--- src/rtl/avm_burst_arbiter_pkg.sv ---
// Shared types and constants for the two-master burst-aware Avalon-MM arbiter.
package avm_arb_pkg;

    typedef enum logic [1:0] {
        IDLE,
        WBURST,
        RWAIT
    } arb_state_t;

    localparam logic M0 = 1'b0;
    localparam logic M1 = 1'b1;

    localparam int AW_DEF  = 30;
    localparam int BCW_DEF = 4;

endpackage

--- src/rtl/avm_burst_arbiter_if.sv ---
// Avalon-MM burst port bundle; master modport drives commands, slave modport answers them.
interface avm_burst_arbiter_if
    import avm_arb_pkg::*;
#(
    parameter int AW  = AW_DEF,
    parameter int BCW = BCW_DEF
);
    logic [AW-1:0]  address;
    logic [31:0]    writedata;
    logic [3:0]     byteenable;
    logic [BCW-1:0] burstcount;
    logic           write;
    logic           read;
    logic           waitrequest;
    logic           readdatavalid;
    logic [31:0]    readdata;

    modport master (
        output address, writedata, byteenable, burstcount, write, read,
        input  waitrequest, readdatavalid, readdata
    );

    modport slave (
        input  address, writedata, byteenable, burstcount, write, read,
        output waitrequest, readdatavalid, readdata
    );
endinterface

--- src/rtl/avm_burst_arbiter_pick.sv ---
// Two-way request picker: one-hot winner from req and the last-served master.
// Define AVM_ARB_FIXED_PRIO_EN to make M0 win every tie instead of round-robin.
module avm_arb_pick
    import avm_arb_pkg::*;
(
    input  logic [1:0] req,
    input  logic       rr_last,
    output logic [1:0] win
);

    always_comb begin
        win = req;
        if (&req) begin
`ifdef AVM_ARB_FIXED_PRIO_EN
            win = 2'b01;
`else
            win = (rr_last == M1) ? 2'b01 : 2'b10;
`endif
        end
    end

`ifdef AVM_ARB_FIXED_PRIO_EN
    logic unused_rr_last;
    assign unused_rr_last = rr_last;
`endif

endmodule

--- src/rtl/avm_burst_arbiter.sv ---
// Two-master burst-aware Avalon-MM arbiter; grant held for a whole write burst or read response.
// Optional macro AVM_ARB_FIXED_PRIO_EN (in avm_arb_pick) selects fixed M0 priority on ties.
module avm_burst_arbiter
    import avm_arb_pkg::*;
#(
    parameter int AW  = AW_DEF,
    parameter int BCW = BCW_DEF
)
(
    input  logic                clk,
    input  logic                rst,
    avm_burst_arbiter_if.slave  m0,
    avm_burst_arbiter_if.slave  m1,
    avm_burst_arbiter_if.master s,
    output logic [1:0]          grant
);

    arb_state_t     state;
    logic [BCW-1:0] beats_left;
    logic           owner;
    logic           rr_last;

    logic [1:0]     req;
    logic [1:0]     win;
    logic           sel;
    logic           active;
    logic           sel_rd;
    logic           sel_wr;
    logic [AW-1:0]  sel_addr;
    logic [BCW-1:0] sel_bc;
    logic [BCW-1:0] bc_eff;
    logic           accept;

    assign req = {m1.read | m1.write, m0.read | m0.write};

    avm_arb_pick u_pick (
        .req     (req),
        .rr_last (rr_last),
        .win     (win)
    );

    // In IDLE the picker's winner steers the mux; once a burst is accepted the registered owner does.
    always_comb begin
        sel    = owner;
        active = 1'b0;
        if (state == IDLE) begin
            sel    = win[M1];
            active = |win;
        end else if (state == WBURST) begin
            active = 1'b1;
        end
        if (rst) begin
            active = 1'b0;
        end

        sel_rd   = sel ? m1.read       : m0.read;
        sel_wr   = sel ? m1.write      : m0.write;
        sel_addr = sel ? m1.address    : m0.address;
        sel_bc   = sel ? m1.burstcount : m0.burstcount;
        bc_eff   = (sel_bc == '0) ? BCW'(1) : sel_bc;

        s.address    = sel_addr;
        s.writedata  = sel ? m1.writedata  : m0.writedata;
        s.byteenable = sel ? m1.byteenable : m0.byteenable;
        s.burstcount = sel_bc;
        // Write beats read when a master raises both.
        s.write      = active & sel_wr;
        s.read       = active & (state == IDLE) & sel_rd & ~sel_wr;

        m0.waitrequest   = ~(active & (sel == M0)) | s.waitrequest;
        m1.waitrequest   = ~(active & (sel == M1)) | s.waitrequest;
        m0.readdatavalid = ~rst & (state == RWAIT) & (owner == M0) & s.readdatavalid;
        m1.readdatavalid = ~rst & (state == RWAIT) & (owner == M1) & s.readdatavalid;
        m0.readdata      = s.readdata;
        m1.readdata      = s.readdata;

        grant = '0;
        if (!rst) begin
            if (state == IDLE) begin
                grant = win;
            end else begin
                grant[owner] = 1'b1;
            end
        end
    end

    assign accept = (s.read | s.write) & ~s.waitrequest;

    always_ff @(posedge clk) begin
        if (rst) begin
            state      <= IDLE;
            beats_left <= '0;
            owner      <= M0;
            rr_last    <= M1;
        end else begin
            case (state)
                IDLE: begin
                    if (accept) begin
                        owner <= sel;
                        if (sel_wr) begin
                            if (bc_eff == BCW'(1)) begin
                                rr_last <= sel;
                            end else begin
                                state      <= WBURST;
                                beats_left <= bc_eff - BCW'(1);
                            end
                        end else begin
                            state      <= RWAIT;
                            beats_left <= bc_eff;
                        end
                    end
                end
                WBURST: begin
                    if (accept) begin
                        beats_left <= beats_left - BCW'(1);
                        if (beats_left == BCW'(1)) begin
                            state   <= IDLE;
                            rr_last <= owner;
                        end
                    end
                end
                RWAIT: begin
                    if (s.readdatavalid) begin
                        beats_left <= beats_left - BCW'(1);
                        if (beats_left == BCW'(1)) begin
                            state   <= IDLE;
                            rr_last <= owner;
                        end
                    end
                end
                default: begin
                    state <= IDLE;
                end
            endcase
        end
    end

endmodule
--- src/flat_wrapper.sv ---
// flat-port wrapper written by rule: the top's interface ports become plain ports
module avm_burst_arbiter_flat import avm_arb_pkg::*;
#(
    parameter int AW  = AW_DEF,
    parameter int BCW = BCW_DEF
)
  (clk, rst, grant, m0_address, m0_writedata, m0_byteenable, m0_burstcount, m0_write, m0_read, m0_waitrequest, m0_readdatavalid, m0_readdata, m1_address, m1_writedata, m1_byteenable, m1_burstcount, m1_write, m1_read, m1_waitrequest, m1_readdatavalid, m1_readdata, s_address, s_writedata, s_byteenable, s_burstcount, s_write, s_read, s_waitrequest, s_readdatavalid, s_readdata);
  avm_burst_arbiter_if #(.AW(AW), .BCW(BCW)) m0_i ();
  avm_burst_arbiter_if #(.AW(AW), .BCW(BCW)) m1_i ();
  avm_burst_arbiter_if #(.AW(AW), .BCW(BCW)) s_i ();
  input  logic clk;
  input  logic rst;
  output logic [1:0] grant;
  input wire logic [$bits(m0_i.address)-1:0] m0_address;
  input wire logic [$bits(m0_i.writedata)-1:0] m0_writedata;
  input wire logic [$bits(m0_i.byteenable)-1:0] m0_byteenable;
  input wire logic [$bits(m0_i.burstcount)-1:0] m0_burstcount;
  input wire logic [$bits(m0_i.write)-1:0] m0_write;
  input wire logic [$bits(m0_i.read)-1:0] m0_read;
  output wire logic [$bits(m0_i.waitrequest)-1:0] m0_waitrequest;
  output wire logic [$bits(m0_i.readdatavalid)-1:0] m0_readdatavalid;
  output wire logic [$bits(m0_i.readdata)-1:0] m0_readdata;
  input wire logic [$bits(m1_i.address)-1:0] m1_address;
  input wire logic [$bits(m1_i.writedata)-1:0] m1_writedata;
  input wire logic [$bits(m1_i.byteenable)-1:0] m1_byteenable;
  input wire logic [$bits(m1_i.burstcount)-1:0] m1_burstcount;
  input wire logic [$bits(m1_i.write)-1:0] m1_write;
  input wire logic [$bits(m1_i.read)-1:0] m1_read;
  output wire logic [$bits(m1_i.waitrequest)-1:0] m1_waitrequest;
  output wire logic [$bits(m1_i.readdatavalid)-1:0] m1_readdatavalid;
  output wire logic [$bits(m1_i.readdata)-1:0] m1_readdata;
  output wire logic [$bits(s_i.address)-1:0] s_address;
  output wire logic [$bits(s_i.writedata)-1:0] s_writedata;
  output wire logic [$bits(s_i.byteenable)-1:0] s_byteenable;
  output wire logic [$bits(s_i.burstcount)-1:0] s_burstcount;
  output wire logic [$bits(s_i.write)-1:0] s_write;
  output wire logic [$bits(s_i.read)-1:0] s_read;
  input wire logic [$bits(s_i.waitrequest)-1:0] s_waitrequest;
  input wire logic [$bits(s_i.readdatavalid)-1:0] s_readdatavalid;
  input wire logic [$bits(s_i.readdata)-1:0] s_readdata;
  assign m0_i.address = m0_address;
  assign m0_i.writedata = m0_writedata;
  assign m0_i.byteenable = m0_byteenable;
  assign m0_i.burstcount = m0_burstcount;
  assign m0_i.write = m0_write;
  assign m0_i.read = m0_read;
  assign m0_waitrequest = m0_i.waitrequest;
  assign m0_readdatavalid = m0_i.readdatavalid;
  assign m0_readdata = m0_i.readdata;
  assign m1_i.address = m1_address;
  assign m1_i.writedata = m1_writedata;
  assign m1_i.byteenable = m1_byteenable;
  assign m1_i.burstcount = m1_burstcount;
  assign m1_i.write = m1_write;
  assign m1_i.read = m1_read;
  assign m1_waitrequest = m1_i.waitrequest;
  assign m1_readdatavalid = m1_i.readdatavalid;
  assign m1_readdata = m1_i.readdata;
  assign s_address = s_i.address;
  assign s_writedata = s_i.writedata;
  assign s_byteenable = s_i.byteenable;
  assign s_burstcount = s_i.burstcount;
  assign s_write = s_i.write;
  assign s_read = s_i.read;
  assign s_i.waitrequest = s_waitrequest;
  assign s_i.readdatavalid = s_readdatavalid;
  assign s_i.readdata = s_readdata;
  avm_burst_arbiter #(.AW(AW), .BCW(BCW)) u_core (.clk(clk), .rst(rst), .m0(m0_i), .m1(m1_i), .s(s_i), .grant(grant));
endmodule
--- config.mk ---
export PLATFORM = sky130hd
export DESIGN_NAME = avm_burst_arbiter_flat
export DESIGN_NICKNAME = d
export VERILOG_FILES = /design/src/rtl/avm_burst_arbiter_pkg.sv /design/src/rtl/avm_burst_arbiter_if.sv /design/src/rtl/avm_burst_arbiter_pick.sv /design/src/rtl/avm_burst_arbiter.sv /design/src/flat_wrapper.sv
export SDC_FILE = /design/constraint.sdc
export NUM_CORES = 1
export LEC_CHECK = 0
export ABC_AREA = 1
export CORE_AREA = 2 2 126 128
export DETAILED_ROUTE_END_ITERATION = 16
export DIE_AREA = 0 0 128 130
export REMOVE_ABC_BUFFERS = 1
export SETUP_SLACK_MARGIN = 0.02
export SYNTH_ARGS = -nofsm -noshare
export SYNTH_HDL_FRONTEND = slang
export SYNTH_SLANG_ARGS = --single-unit
--- constraint.sdc ---
create_clock -name clk -period 2.9 [get_ports clk]
set_clock_uncertainty 0.2 [all_clocks]
set_input_delay 0.435 -clock clk [delete_from_list [all_inputs] [get_ports clk]]
set_output_delay 0.435 -clock clk [all_outputs]
set_load 0.01 [all_outputs]
==> flow_metrics.env, run 1 <==
export IMPL_status="finished with violations"
export IMPL_violations="negative setup slack"
export IMPL_hold_depth=2
export IMPL_syn_area_sq_um=2360
export IMPL_syn_area_per_cell_sq_um=5.27
export IMPL_setup_viol=9
export IMPL_die_h_um=130
export IMPL_min_path_type="reg -> reg"
export IMPL_std_cell_rows=46
export IMPL_comb_power_share=0.932
export IMPL_start_util=0.153
export IMPL_num_vias=3408
export IMPL_numCtsBuffers=3
export IMPL_leakagePower_uw=0.00262
export IMPL_worst_setup_path_end_kind="output pin"
export IMPL_path_max_fanout=14
export IMPL_rsz0062_at_grt="true"
export IMPL_io_buffers=225
export IMPL_n_antenna_cell=0
export IMPL_ys_seq_elements=8
export IMPL_clk_pin_slew_worst_paths_ns=0.04
export IMPL_ir_worst_vdd_uv=470
export IMPL_drt_wl_total_um=20200
export IMPL_clock_latency_ns=0.23
export IMPL_yosys_area_top_type_share=0.384
export IMPL_ys_seq_area_frac=0.0680
export IMPL_period_minus_slack_ns=2.99
export IMPL_clockRootBuffer="clkbuf_16"
export IMPL_critPathKind="in -> out"
export IMPL_tightest_slew_ns=0.376
export IMPL_fin_cells=822
export IMPL_cts_tree="built"
export IMPL_ant_nets=0
export IMPL_place_congestion=0.920
export IMPL_hold_start="u_core.rr_last$_SDFFE_PP1P_"
export IMPL_rrSetupSlack_ns=0.23
export IMPL_cap_violations=0
export IMPL_postSynthCellCount=447
export IMPL_ys_top_cells_by_area="nand2_1 38%, buf_4 22%, dfxtp_1 6.8%"
export IMPL_ctsHoldBuffers=0
export IMPL_hold_path_endpoint="u_core.rr_last$_SDFFE_PP1P_"
export IMPL_synth_warnings=0
export IMPL_synth_area_leader_cell="nand2_1"
export IMPL_cts_htree_levels=1
export IMPL_timing_slew_headroom=0.748
export IMPL_grt_max_degree=25
export IMPL_fin_crit_sh=1.03
export IMPL_grt_pass1_wl_um=25800
export IMPL_drtIter0Drc=228
export IMPL_hpwl_um=18000
export IMPL_avgRoutedWirePerCell_um=24.6
export IMPL_first_global_vias=3362
export IMPL_postLayoutCellArea_sq_um=4710
export IMPL_r2r_end="u_core.rr_last$_SDFFE_PP1P_"
export IMPL_core_area_sq_um=15400
export IMPL_setup_ws_ns=-0.0883
export IMPL_ff2ff_path_depth=15
export IMPL_required_ns=2.27
export IMPL_tns_ns=-0.490
export IMPL_firstDrtPassIters=6
export IMPL_timing_rr_start="u_core.state[0]$_SDFFE_PP0P_"
export IMPL_final_nets=820
export IMPL_p_sw_uw=3280
export IMPL_postCtsSetupRepairBufs=0
export IMPL_critPathArrivalTime_ns=2.35
export IMPL_die_width_um=128
export IMPL_cts_sinks=8
export IMPL_dpl_cell_area_sq_um=4580
export IMPL_dieArea_sq_um=16600
export IMPL_grt_total_usage=0.232
export IMPL_area_growth_pct=99.8
export IMPL_placedCellCount=818
export IMPL_layout_commonest_cell="nand2_1"
export IMPL_synth_cell_types=29
export IMPL_boundaryPins=322
export IMPL_pwr_density_cell_nw_per_um2=1330
export IMPL_switching_share=0.523
export IMPL_layout_common_cells="241 x nand2_1, 160 x clkdlybuf4s50_1, 31 x inv_1, 31 x dlygate4sd2_1, 31 x buf_4"
export IMPL_p_int_uw=2990
export IMPL_cts_buffer_depth=2
export IMPL_max_freq_mhz=335
export IMPL_antenna_found_initial=0
export IMPL_post_drt_via_cell_ratio=4.15
export IMPL_clockPowerShare=0.037
export IMPL_drcViolationCount=0
export IMPL_hold_viol=0
export IMPL_crit_path_start_kind="input pin"
export IMPL_power_frac_seq=0.030
export IMPL_layout_drive_gt1_share=0.121
export IMPL_gr_total_overflow=0
export IMPL_slew_violations=0
[power by group through the flow]
stage	logic [uW]	registers (uW)	clock network [uW]
finish	5850	190	235
global route	6420	195	242
CTS	5940	189	235
detailed placement	6030	190	0
global placement	6060	189	0
floorplan	2650	181	0
[worst max-delay path: stages]
cell             delay [ns]
clkdlybuf4s50_1        0.49
inv_1                  0.06
nand2_2                0.08
nand2_1                0.09
nand3_4                0.10
nand2_8                0.08
inv_4                  0.09
buf_12                 0.16
buf_12                 0.11
nand2_1                0.04
nand2_1                0.06
clkdlybuf4s50_1        0.54
[logic make-up after synthesis]
family	share of synthesized area
XOR/XNOR	0.00372
adder cells (fa/ha/maj)	0.0425
buffers and inverters	0.301
flip-flops	0.0680
AND/OR/NAND/NOR	0.549
AO/OA/AOI/OAI	0.0361
[flip-flops by register name, indices dropped and copies added (netlist names)]
name	count
u_core.rr_last	1
u_core.state	2
u_core.beats_left	4
u_core.owner	1
[what timing repair did]
item / CTS / global route
cloned: 1 / 0
resized for setup: 38 / 41
endpoints found under the setup margin: 73 / 48
[cells in the mapped netlist]
| cell type | number |
|---|---|
| a211oi_1 | 1 |
| a21oi_1 | 4 |
| buf_1 | 1 |
| buf_2 | 6 |
| buf_4 | 68 |
| buf_8 | 1 |
| clkbuf_1 | 6 |
| dfxtp_1 | 8 |
| ha_1 | 8 |
| inv_1 | 32 |
| inv_2 | 2 |
| nand2_1 | 241 |
| nand2_2 | 8 |
| nand2_4 | 2 |
| nand2_8 | 1 |
| nand3_1 | 18 |
| nand3_2 | 3 |
| nand3_4 | 2 |
| nand3b_1 | 2 |
| nand4_1 | 4 |
| nand4_2 | 1 |
| nor2_1 | 15 |
| nor2_2 | 3 |
| o21a_2 | 1 |
| o21ai_0 | 3 |
| o21ai_2 | 2 |
| o21ai_4 | 1 |
| or2_2 | 2 |
| xor2_1 | 1 |
[cell type report]
class | instances | area, sq um
inverters | 34 | 130
well taps | 192 | 240
multi-input cells | 323 | 1490
flip-flops and latches | 8 | 160
clock buffers | 3 | 75.1
repair buffers | 262 | 2620
fillers | 1715 | 10700
[worst max-delay path by stage]
stage,from,endpoint,slack [ns]
5_1_grt,m1_write,s_address[19],-0.18
3_5_place_dp,m1_read,s_address[21],-0.16
4_1_cts,m1_read,s_address[3],-0.15
3_3_place_gp,m1_write,s_address[3],-0.11
6_report,m1_read,s_address[19],-0.09
2_1_floorplan,u_core.state[0]$_SDFFE_PP0P_,m1_waitrequest,-0.22
[through the flow]
stage / power, uW / hold slack [ns] / worst slack (ns) / util
floorplan: 2830 / 0.229 / -0.216 / -
global placement: 6250 / 0.278 / -0.106 / 0.297
detailed placement: 6230 / 0.292 / -0.159 / 0.297
CTS: 6370 / 0.297 / -0.147 / 0.301
global route: 6860 / 0.336 / -0.184 / 0.305
finish: 6270 / 0.304 / -0.0883 / 0.305
[routing by layer]
layer / up-vias / global-route usage / part of all wire
met2: 241 / 0.346 / 0.40
li1: 1652 / - / -
met4: 2 / 0.116 / 0.071
met3: 35 / 0.168 / 0.18
met1: 1478 / 0.243 / 0.35
met5: - / 0.0235 / 0.0011
Note: power is estimated with default switching activity, not from simulation.
==> run 2: changes to the inputs <==
--- a/config.mk
+++ b/config.mk
@@ -6,6 +6,7 @@
 export NUM_CORES = 1
 export LEC_CHECK = 0
 export ABC_AREA = 1
+export ABC_CLOCK_PERIOD_IN_PS = 2900
 export CORE_AREA = 2 2 126 128
 export DETAILED_ROUTE_END_ITERATION = 16
 export DIE_AREA = 0 0 128 130
==> results of run 2 <==
Same layout as run 1: the final DEF is identical, and so are final timing and power.
==> run 3: changes to the inputs <==
--- a/config.mk
+++ b/config.mk
@@ -5,11 +5,10 @@
 export SDC_FILE = /design/constraint.sdc
 export NUM_CORES = 1
 export LEC_CHECK = 0
-export ABC_AREA = 1
 export ABC_CLOCK_PERIOD_IN_PS = 2900
-export CORE_AREA = 2 2 126 128
+export CORE_AREA = 2 2 125 127
 export DETAILED_ROUTE_END_ITERATION = 16
-export DIE_AREA = 0 0 128 130
+export DIE_AREA = 0 0 127 129
 export REMOVE_ABC_BUFFERS = 1
 export SETUP_SLACK_MARGIN = 0.02
 export SYNTH_ARGS = -nofsm -noshare
==> run 3 against run 2 <==
Against the previous run:
- the flow now finishes without violations
- combinational power fell by 61%
- final cell count fell by 19%
- critical path depth fell by 3
- routed wire length fell by 21%
- sequential share of layout area fell by 0.092 points
- register-to-register slack got worse by 0.11 ns
- synthesized cell count fell by 41%
- worst hold slack improved by 0.0094 ns
- largest cell class unchanged
==> flow_metrics.env, run 3 <==
export IMPL_status="completed"
export IMPL_hpwl_um=14500
export IMPL_largest_reg_flops=4
export IMPL_r2r_end="u_core.rr_last$_SDFFE_PP1P_"
export IMPL_switching_share=0.393
export IMPL_largest_register="u_core.beats_left"
export IMPL_layout_commonest_cell="clkdlybuf4s50_1"
export IMPL_cap_violations=0
export IMPL_whs_ns=0.314
export IMPL_crit_path_start_kind="register"
export IMPL_synth_cell_types=48
export IMPL_p_int_uw=1660
export IMPL_p_sw_uw=1070
export IMPL_drtIter0Drc=60
export IMPL_layout_common_cells="149 x clkdlybuf4s50_1, 57 x mux2_2, 54 x buf_4"
export IMPL_postLayoutCellArea_sq_um=4910
export IMPL_synth_most_common_cell="mux2_2"
export IMPL_dpl_cell_area_sq_um=4570
export IMPL_pwr_density_cell_nw_per_um2=556
export IMPL_firstDrtPassIters=6
export IMPL_required_ns=2.27
export IMPL_die_width_um=127
export IMPL_ctsHoldBuffers=0
export IMPL_cts_tree="built"
export IMPL_power_frac_seq=0.068
export IMPL_postSynthCellCount=262
export IMPL_std_cell_rows=45
export IMPL_fin_cells=664
export IMPL_critPathArrivalTime_ns=2.18
export IMPL_first_global_vias=2970
export IMPL_rsz0062_at_grt="true"
export IMPL_rrSetupSlack_ns=0.12
export IMPL_final_nets=666
export IMPL_synth_warnings=0
export IMPL_fin_crit_sh=0.971
export IMPL_core_area_sq_um=15000
export IMPL_synthSimpleGateAreaFrac=0.107
export IMPL_die_h_um=129
export IMPL_synth_xor_xnor_area_share=0.00787
export IMPL_drt_wl_total_um=16100
export IMPL_slew_violations=0
export IMPL_n_antenna_cell=0
export IMPL_comb_power_share=0.846
export IMPL_synth_area_leader_cell="mux2_2"
export IMPL_post_drt_via_cell_ratio=4.31
export IMPL_synth_top_family_by_area="multiplexers"
export IMPL_grt_pass1_wl_um=21000
export IMPL_tightest_slew_ns=0.419
export IMPL_synthTopCellsByCount="69 x mux2_2, 64 x buf_4, 15 x nor2_1"
export IMPL_io_buffers=225
export IMPL_startpoint="u_core.state[1]$_SDFFE_PP0P_"
export IMPL_synth_compound_area_frac=0.135
export IMPL_fillers=1598
export IMPL_timing_slew_headroom=0.719
export IMPL_cts_buffer_depth=2
export IMPL_min_path_type="reg -> reg"
export IMPL_start_util=0.149
export IMPL_synthAdderAreaFrac=0.0450
export IMPL_area_growth_pct=121
export IMPL_crit_path_end="s_address[28]"
export IMPL_timing_rr_start="u_core.state[1]$_SDFFE_PP0P_"
export IMPL_hold_viol=0
export IMPL_ir_worst_vdd_uv=193
export IMPL_dieArea_sq_um=16400
export IMPL_syn_area_per_cell_sq_um=8.49
export IMPL_cts_sinks=8
export IMPL_clockRootBuffer="clkbuf_16"
export IMPL_path_max_fanout=7
export IMPL_clockPowerShare=0.086
export IMPL_place_congestion=0.874
export IMPL_grt_total_usage=0.183
export IMPL_avgRoutedWirePerCell_um=24.2
export IMPL_ys_flop_type="dfxtp_1"
export IMPL_ys_seq_area_frac=0.0720
export IMPL_postSynth_asyncResetShare=0
export IMPL_synth_mux_area_frac=0.376
export IMPL_placedCellCount=645
export IMPL_hold_depth=2
export IMPL_clock_latency_ns=0.23
export IMPL_antenna_found_initial=0
export IMPL_grt_max_degree=11
export IMPL_multi_input_area_sq_um=1620
export IMPL_max_freq_mhz=355
export IMPL_boundaryPins=322
export IMPL_period_minus_slack_ns=2.82
export IMPL_syn_area_sq_um=2220
export IMPL_ant_nets=0
export IMPL_num_vias=2859
export IMPL_critPathKind="reg -> out"
export IMPL_layout_drive_gt1_share=0.395
export IMPL_numCtsBuffers=3
export IMPL_worst_setup_path_end_kind="output pin"
export IMPL_clk_pin_slew_worst_paths_ns=0.04
export IMPL_cts_htree_levels=1
export IMPL_gr_total_overflow=0
export IMPL_seq_area_sq_um=163
export IMPL_ys_seq_elements=8
export IMPL_top_regs="u_core.beats_left: 4 flops, u_core.state: 2 flops"
export IMPL_setup_viol=0
export IMPL_ff2ff_path_depth=12
export IMPL_yosys_area_top_type_share=0.349
export IMPL_drcViolationCount=0
export IMPL_hold_start="u_core.beats_left[3]$_SDFFE_PP0P_"
export IMPL_synth_edf_count=0
export IMPL_ys_top_cells_by_area="mux2_2 35%, buf_4 22%, dfxtp_1 7.2%"
export IMPL_leakagePower_uw=0.00201
run 3: per-layer routing:
layer | part of all wire | GRT usage
met1 | 0.39 | 0.207
met2 | 0.44 | 0.295
met3 | 0.15 | 0.124
met4 | 0.012 | 0.0155
met5 | 0.0048 | 0.0353
run 3: how the worst min path moves through the flow:
stage	to	slack, ns
after floorplan	u_core.state[1]$_SDFFE_PP0P_	0.28
after global placement	u_core.beats_left[3]$_SDFFE_PP0P_	0.31
after detailed placement	u_core.beats_left[3]$_SDFFE_PP0P_	0.32
after CTS	u_core.beats_left[0]$_SDFFE_PP0P_	0.33
after global routing	u_core.beats_left[0]$_SDFFE_PP0P_	0.35
final	u_core.beats_left[3]$_SDFFE_PP0P_	0.31
run 3: through the flow:
step / worst slack [ns] / setup TNS [ns] / util / power (uW)
global route: 0.0134 / 0 / 0.328 / 2890
finish: 0.0834 / 0 / 0.328 / 2730
CTS: -0.00453 / -0.00898 / 0.325 / 2710
detailed placement: -0.377 / -22.79 / 0.305 / 2290
global placement: -0.312 / -19.05 / 0.305 / 2270
floorplan: -1.91 / -86.14 / - / 1100
run 3: logic make-up (layout without fill, tap and decap cells):
kind of cell               after synthesis  in the layout
AOI/OAI and AO/OA                       37             37
xor gates and xnor gates                 2              2
adders and majority gates                8              8
buffers and inverters                   88            302
DFF                                      8              8
muxes                                   75             75
and+or+nand+nor                         44             44
run 3: repair_timing:
action / CTS / global route
gates cloned: 3 / 0
buffers inserted: 12 / 2
endpoints found under the setup margin: 81 / 33
pin swaps: 6 / 4
resized for setup: 211 / 33
run 3: power by group through the flow:
stage,clock network (uW),registers (uW),logic [uW]
final,235,186,2310
after global routing,246,190,2460
after CTS,242,184,2280
after detailed placement,0,182,2110
after global placement,0,182,2090
after floorplan,0,181,923
run 3: critical path, stage by stage (launching register included):
cell,delay [ns]
dfxtp_2,0.33
inv_2,0.05
ha_4,0.17
buf_6,0.13
o22ai_4,0.16
buf_12,0.14
buf_4,0.10
bufbuf_16,0.25
mux2_2,0.32
dlygate4sd2_1,0.29
run 3: final cells by class:
type                       instances  area share
clock buffer                       3      0.0153
inverter                          13     0.00993
multi-input combinational        166       0.329
sequential                         8      0.0331
tap                              188      0.0479
timing repair buffer             286       0.564
